===== src/rtl/vga_sync_gen.sv =====
// vga_sync_gen: VGA raster timing (pixel enable, counters, syncs); VGA_FRAME_TICK_EN adds frame_tick
module vga_sync_gen #(
  parameter int CLK_DIV   = 2,
  parameter int H_DISPLAY = 640,
  parameter int H_FP      = 16,
  parameter int H_SYNC    = 96,
  parameter int H_BP      = 48,
  parameter int V_DISPLAY = 480,
  parameter int V_FP      = 10,
  parameter int V_SYNC    = 2,
  parameter int V_BP      = 33
) (
  input  logic       clk,
  input  logic       rstn,
  output logic       hsync,
  output logic       vsync,
  output logic       video_on,
  output logic       p_tick,
  output logic [9:0] pixel_x,
  output logic [9:0] pixel_y
`ifdef VGA_FRAME_TICK_EN
  ,
  output logic       frame_tick
`endif
);
  localparam int H_TOTAL  = H_DISPLAY + H_FP + H_SYNC + H_BP;
  localparam int V_TOTAL  = V_DISPLAY + V_FP + V_SYNC + V_BP;
  localparam int HS_START = H_DISPLAY + H_FP;
  localparam int HS_END   = HS_START + H_SYNC - 1;
  localparam int VS_START = V_DISPLAY + V_FP;
  localparam int VS_END   = VS_START + V_SYNC - 1;
  localparam int DW       = CLK_DIV > 1 ? $clog2(CLK_DIV) : 1;
  localparam logic [DW-1:0] DIV_MAX = DW'(CLK_DIV - 1);
  if (H_TOTAL > 1024 || V_TOTAL > 1024) begin : g_bad_total
    $error("vga_sync_gen: H_TOTAL/V_TOTAL must not exceed 1024");
  end
  logic [DW-1:0] div_cnt;
  logic [9:0] x_n, y_n;
  logic x_wrap, y_wrap;
  always_comb begin
    x_wrap = pixel_x == 10'(H_TOTAL - 1);
    y_wrap = pixel_y == 10'(V_TOTAL - 1);
    x_n = p_tick ? (x_wrap ? 10'd0 : pixel_x + 10'd1) : pixel_x;
    y_n = (p_tick && x_wrap) ? (y_wrap ? 10'd0 : pixel_y + 10'd1) : pixel_y;
  end
  assign video_on = pixel_x < 10'(H_DISPLAY) && pixel_y < 10'(V_DISPLAY);
  always_ff @(posedge clk or negedge rstn) begin
    if (!rstn) begin
      div_cnt <= '0;
      p_tick  <= 1'b0;
      pixel_x <= '0;
      pixel_y <= '0;
      hsync   <= 1'b1;
      vsync   <= 1'b1;
    end else begin
      div_cnt <= div_cnt == DIV_MAX ? '0 : div_cnt + 1'b1;
      p_tick  <= div_cnt == DIV_MAX;
      pixel_x <= x_n;
      pixel_y <= y_n;
      hsync   <= !(x_n >= 10'(HS_START) && x_n <= 10'(HS_END));
      vsync   <= !(y_n >= 10'(VS_START) && y_n <= 10'(VS_END));
    end
  end
`ifdef VGA_FRAME_TICK_EN
  always_ff @(posedge clk or negedge rstn) begin
    if (!rstn) frame_tick <= 1'b0;
    else       frame_tick <= p_tick && x_wrap && y_wrap;
  end
`endif
endmodule


===== config.mk =====
export PLATFORM = sky130hd
export DESIGN_NAME = vga_sync_gen
export DESIGN_NICKNAME = d
export VERILOG_FILES = /design/src/rtl/vga_sync_gen.sv
export SDC_FILE = /design/constraint.sdc
export NUM_CORES = 1
export LEC_CHECK = 0
export ABC_AREA = 1
export CORE_AREA = 5 5 75 77
export DETAILED_ROUTE_END_ITERATION = 16
export DIE_AREA = 0 0 80 82
export HOLD_SLACK_MARGIN = 0.05
export PLACE_DENSITY = 0.5
export SYNTH_ARGS = -nofsm -noshare
export SYNTH_HDL_FRONTEND = slang
export SYNTH_SLANG_ARGS = --single-unit

===== constraint.sdc =====
create_clock -name clk -period 4.43 [get_ports clk]
set_clock_uncertainty 0.2 [all_clocks]
set_input_delay 1.329 -clock clk [delete_from_list [all_inputs] [get_ports clk]]
set_output_delay 1.329 -clock clk [all_outputs]
set_load 0.02 [all_outputs]

==> run summary, run 1 <==
* result of the run: finished clean
* number of maximum-capacitance violations: 0
* GP Congestion: 0.8442
* Reg2Reg Launch Point: pixel_x[0]$_DFF_PN0_
* Syn Inst Count: 199
* maximum level of the CTS H-tree: 1
* die height: 82 um
* vias in the first global route: 1251
* PwrDens: 208.1 nW/um2
* area delta synth->final: 26.17%
* Final Slew Violations: 0
* filler cell count in the final layout: 554
* number of antenna violations at the first check in global routing: 0
* Top Family by Delay on Critical Path: buffers and inverters
* class of the tightest hold or removal check: flip-flop to flip-flop
* latest clock arrival within the worst-skew pair: 270 ps
* post-layout min period: 3478 ps
* part of the cycle the worst path needs: 0.7852
* CP startpoint kind: flip-flop
* sum of overflow across all layers after global routing: 0
* clock tree from TritonCTS: yes
* clock transition at the register clock pins on the worst setup and hold paths after CTS: 90 ps
* headroom to the max-slew limit: 0.6900
* #FFs+latches synth: 24
* Critical path buffers and inverters: 1
* count of instances resized after the clock tree is built: 0
* count of nets after finishing: 232
* number of clock sinks: 24
* Std-Cell Rows: 26
* Antenna Diode Count: 0
* critical hold path startpoint: div_cnt$_DFF_PN0_
* Area after DPL: 1760 um2
* first-pass GRT wire length: 5.844 mm
* Crit path required time: 2900 ps
* final antenna-violating net count: 0
* Yosys cell types: 28
* combined area of all synthesized cells: 1439 um2
* Finished Cell Area: 1815 um2
* main area contributors after synthesis: dfrtp_1 38%, nand2_1 16%, inv_1 7.3%
* post-synthesis net count: 204
* Critical Path Max Stage Delay: 680 ps
* count of final hold-check violations: 0
* floorplan die area: 6560 um2
* final sum of negative setup slack: 0 ps
* setup-violating endpoint count in the final report: 0
* post-cts hold buffer count: 0
* starting density of the core: 0.2910
* Num CTS Buffers: 3
* pin count of the biggest net entering global routing: 25
* final routed wire length divided by cell count: 11.74 um
* via count: 1282
* setup repair after global routing missed its margin: false
* final worst-path setup slack: 951.7 ps
* actual slew at the worst max-slew pin: 463.7 ps
* sequential cell area: 603.1 um2
* average footprint of a synthesized cell: 7.231 um2
* area used by multi-input combinational logic: 688.2 um2
* number of search-and-repair iterations in the first detailed-routing pass: 4
* Post-Route Hold Slack: 177.0 ps
* kind of critical path: flip-flop to output pin
* number of setup buffers added after CTS: 0
* via density per instance: 4.331
* placeable core region: 4945 um2
* worst setup path startpoint: pixel_y[6]$_DFF_PN0_
* Critical Path, Cell by Cell: nand2_1, nor3b_1, a2111oi_0, clkdlybuf4s50_1
* Synth area leader: dfrtp_1
* root buffer selected by CTS: clkbuf_8
* HPWL after DPL: 2.741 mm
* proportion of synthesized chip area in sequential cells: 0.4191
* number of warning messages in the yosys log: 0
* share of layout cells above drive strength 1: 0.08407
* global-route usage over all layers: 0.1155
* I/O pins: 26
* Max Buffers Root-to-Sink: 2
* pre-CTS WS: 1185 ps
* DRC violations left: 0
* worst supply voltage drop on vdd: 133.9 uV
* Die Span X: 80 um
* Total Routed Length: 3.476 mm
* crit path capture type: output pin
* maximum fanout count along the critical path: 9
* Yosys top cell area share: 0.3826
* Critical Path Slowest Stage Cell: clkdlybuf4s50_1
* number of port buffers: 25
* number of design-rule violations left by the first detailed-router iteration: 39
* Max Freq: 287.5 MHz
* crit path DAT: 1950 ps
* Leakage: 0.9177 nW
final timing paths:
check | end | slack, ps | depth (start not counted)
hold reg to reg | p_tick$_DFF_PN0_ | 180 | 0
hold / removal | p_tick$_DFF_PN0_ | 180 | 0
max in group asynchronous | vsync$_DFF_PN1_ | 2510 | 2
setup reg to reg | hsync$_DFF_PN1_ | 2440 | 8
setup / recovery | video_on | 950 | 4
min in group asynchronous | pixel_x[3]$_DFF_PN0_ | 1210 | 2
synth_stat cells:
library cell and n:
nand2_1 63, inv_1 28, nor2_1 24, dfrtp_1 22, nand3_1 18, nand4_1 8, ha_1 3, nor2_2 3
o21ai_0 3, xor2_1 3, dfstp_2 2, inv_2 2, nand3_2 2, nand3b_1 2, nor3_1 2, xnor2_1 2
a2111oi_0 1, a21oi_1 1, and3_1 1, buf_4 1, buf_6 1, clkbuf_2 1, clkinv_2 1, inv_4 1
nand2_2 1, nor2_4 1, nor3_4 1, nor3b_1 1
placed cells by master (no fill, tap or decap), types with 2 or more instances in the layout:
cell type        instances
nand3b_1                 2
dfrtp_1                 22
nand3_2                  2
nand4_1                  8
nor3_1                   2
clkdlybuf4s50_1         25
nand3_1                 18
inv_1                   28
nand2_1                 63
dfstp_2                  2
xor2_1                   3
ha_1                     3
inv_2                    2
o21ai_0                  3
xnor2_1                  2
nor2_1                  24
nor2_2                   3
clkbuf_8                 4
report_power, final:
group | internal, W | switching (W) | total [W]
clock | 0.0000794 | 0.0000737 | 0.000153
sequential | 0.000219 | 0 | 0.000219
combinational | 0.00000135 | 0.00000448 | 0.00000583
flip-flops by register name, summed over array words and instances, names as in the netlist:
| register | count |
|---|---|
| hsync | 1 |
| p_tick | 1 |
| pixel_y | 10 |
| vsync | 1 |
| pixel_x | 10 |
| div_cnt | 1 |
cell families (layout without fill, tap and decap cells):
family | count (synthesis) | count (layout) | share of synthesized area
XOR/XNOR | 5 | 5 | 0.03044
flip-flops | 24 | 24 | 0.4191
AO/OA/AOI/OAI | 5 | 5 | 0.01999
AND/OR/NAND/NOR | 127 | 127 | 0.4018
buffers and inverters | 35 | 62 | 0.1026
adder cells (fa/ha/maj) | 3 | 3 | 0.02609
per-stage QoR:
| step | util | power, W | instances |
|---|---|---|---|
| floorplan | - | 0.0002233 | 199 |
| global placement | 0.3560 | 0.0002297 | 292 |
| detailed placement | 0.3560 | 0.0002296 | 292 |
| CTS | 0.3672 | 0.0003871 | 296 |
| global route | 0.3672 | 0.0003947 | 296 |
| finish | 0.3672 | 0.0003779 | 296 |
layer usage:
layer / track usage / share of wire / routed length, um
met5: 0 / 0 / 0
met4: 0.02027 / 0.0052 / 18
met3: 0.03289 / 0.038 / 132
met2: 0.2045 / 0.48 / 1681
met1: 0.1410 / 0.47 / 1644
layout make-up:
cell class                 count  area share
timing repair buffer          26      0.1420
inverter                      32     0.06823
clock buffer                   4     0.03032
tap                           70     0.04824
multi-input combinational    140      0.3790
sequential                    24      0.3322
worst reg2reg max path, delay by kind of cell (launching register included):
family          cells  cell delay, ps
fa+ha+maj           1             230
simple gates        6             860
flops               1             410
compound gates      1             210
Note: power is estimated with default switching activity, not from simulation.
==> run 2, diff against run 1 <==
- clock period: 4.43 -> 3.5 ns (I/O delays scaled with it)
==> run 2 against run 1 <==
  * Flip-flop and latch count unchanged
  * Core utilization unchanged
  * Non-clock buffer count unchanged
  * Via count down 0.78%
  * Design area unchanged
  * Wire length up 0.52%
  * Final cell count unchanged
  * Clock-buffer cell count unchanged
  * First-iteration DRC count up 74%
  * Power up 26%
  * Clock power up 25%
==> run summary, run 2 (synthesis gave the netlist of run 1 again) <==
* result of the run: finished clean
* routed length on met1: 1.641 mm
* headroom to the max-slew limit: 0.6969
* placeable core region: 4945 um2
* part of the cycle the worst path needs: 0.9175
* share of layout cells above drive strength 1: 0.08407
* area delta synth->final: 26.17%
* Die Span X: 80 um
* actual slew at the worst max-slew pin: 453.3 ps
* class of the tightest hold or removal check: flip-flop to flip-flop
* number of search-and-repair iterations in the first detailed-routing pass: 4
* Final Slew Violations: 0
* setup repair after global routing missed its margin: false
* Crit path required time: 2250 ps
* clock transition at the register clock pins on the worst setup and hold paths after CTS: 90 ps
* crit path DAT: 1960 ps
* Antenna Diode Count: 0
* Num CTS Buffers: 3
* most common cell after layout, fill and taps aside: nand2_1
* number of port buffers: 25
* pin count of the biggest net entering global routing: 25
* Finished Layout Cells: 296
* HPWL after DPL: 2.731 mm
* Max Freq: 311.4 MHz
* via density per instance: 4.297
* count of instances resized after the clock tree is built: 0
* largest registers: pixel_x (10), pixel_y (10)
* Max Used Layer: met4
* Max Buffers Root-to-Sink: 2
* Routed met2 length: 1.651 mm
* kind of critical path: flip-flop to output pin
* post-cts hold buffer count: 0
* final routed wire length divided by cell count: 11.80 um
* root buffer selected by CTS: clkbuf_8
* latest clock arrival within the worst-skew pair: 270 ps
* post-layout min period: 3211 ps
* GP Congestion: 0.8513
* DRC violations left: 0
* vias in the first global route: 1223
* first-pass GRT wire length: 5.989 mm
* maximum level of the CTS H-tree: 1
* number of antenna violations at the first check in global routing: 0
* setup-violating endpoint count in the final report: 0
* number of design-rule violations left by the first detailed-router iteration: 68
* number of setup buffers added after CTS: 0
* total met3 wirelength after detailed routing: 180 um
* number of clock sinks: 24
* maximum fanout count along the critical path: 6
* Leakage: 0.9177 nW
* starting density of the core: 0.2910
* filler cell count in the final layout: 548
* worst supply voltage drop on vdd: 203.6 uV
* crit path capture type: output pin
* final antenna-violating net count: 0
* I/O pins: 26
* PwrDens: 262.4 nW/um2
* CP startpoint kind: flip-flop
* Std-Cell Rows: 26
* via count: 1272
* global-route usage over all layers: 0.1180
* floorplan die area: 6560 um2
* number of maximum-capacitance violations: 0
* clock tree from TritonCTS: yes
* highest-count cells in the layout ignoring fill and taps: 63 x nand2_1, 28 x inv_1, 25 x clkdlybuf4s50_1
* final sum of negative setup slack: 0 ps
* count of final hold-check violations: 0
* Total Routed Length: 3.494 mm
* DP Cell Count: 292
* count of nets after finishing: 232
* die height: 82 um
* sum of overflow across all layers after global routing: 0
[run 2: cell counts in the layout (fill, tap and decap cells not counted)]
Identical to the previous run, type by type.
[run 2: final timing paths]
| kind | startpoint | endpoint | slack, ps | cells after the start |
|---|---|---|---|---|
| worst max-delay path | pixel_x[9]$_DFF_PN0_ | video_on | 290 | 4 |
| worst min-delay path | div_cnt$_DFF_PN0_ | p_tick$_DFF_PN0_ | 180 | 0 |
| worst max register to register | pixel_x[0]$_DFF_PN0_ | hsync$_DFF_PN1_ | 1510 | 9 |
| worst min register to register | div_cnt$_DFF_PN0_ | p_tick$_DFF_PN0_ | 180 | 0 |
| max in group asynchronous | rstn | vsync$_DFF_PN1_ | 1870 | 2 |
| min in group asynchronous | rstn | pixel_x[3]$_DFF_PN0_ | 940 | 2 |
[run 2: critical path, cell delays in order, from the launching register on]
cell and delay [ps]:
dfrtp_1 420, nand2_1 80, inv_1 90, a2111oi_0 420, clkdlybuf4s50_1 690
[run 2: final cells by class]
type	count	area, um2	area share
Clock buffer	4	55.05	0.03032
Multi-Input combinational cell	140	688.2	0.3790
Timing Repair Buffer	26	257.7	0.1420
Inverter	32	123.9	0.06823
Sequential cell	24	603.1	0.3322
Tap cell	70	87.58	0.04824
[run 2: metrics by stage]
stage / cell area [um2] / setup WS [ps] / hold WS, ps / total power (W) / utilization
6_report: 1815 / 288.8 / 180.8 / 0.0004764 / 0.3672
2_1_floorplan: 1439 / 452.1 / 153.7 / 0.0002826 / -
3_5_place_dp: 1760 / 531.2 / 162.7 / 0.0002906 / 0.3560
3_3_place_gp: 1760 / 558.6 / 160.9 / 0.0002907 / 0.3560
4_1_cts: 1815 / 220.5 / 184.8 / 0.0004889 / 0.3672
5_1_grt: 1815 / 123.5 / 191.0 / 0.0005006 / 0.3672
[run 2: report_power, final]
group | total (W) | leakage, nW | internal (W) | switching, W
clock | 0.000192 | 0.0288 | 0.000101 | 0.0000915
sequential | 0.000277 | 0.314 | 0.000277 | 0
combinational | 0.00000718 | 0.575 | 0.00000171 | 0.00000547
[run 2: per-layer routing]
metal	vias to the layer above	global-route usage
met5	-	0
met4	0	0.01520
met3	2	0.03289
met2	25	0.2020
met1	567	0.1525
li1	678	-
==> run 3, diff against run 2 <==
- SKIP_LAST_GASP: not set -> 1
==> results of run 3 <==
No change in the layout: final DEF, timing and power equal those of run 2.
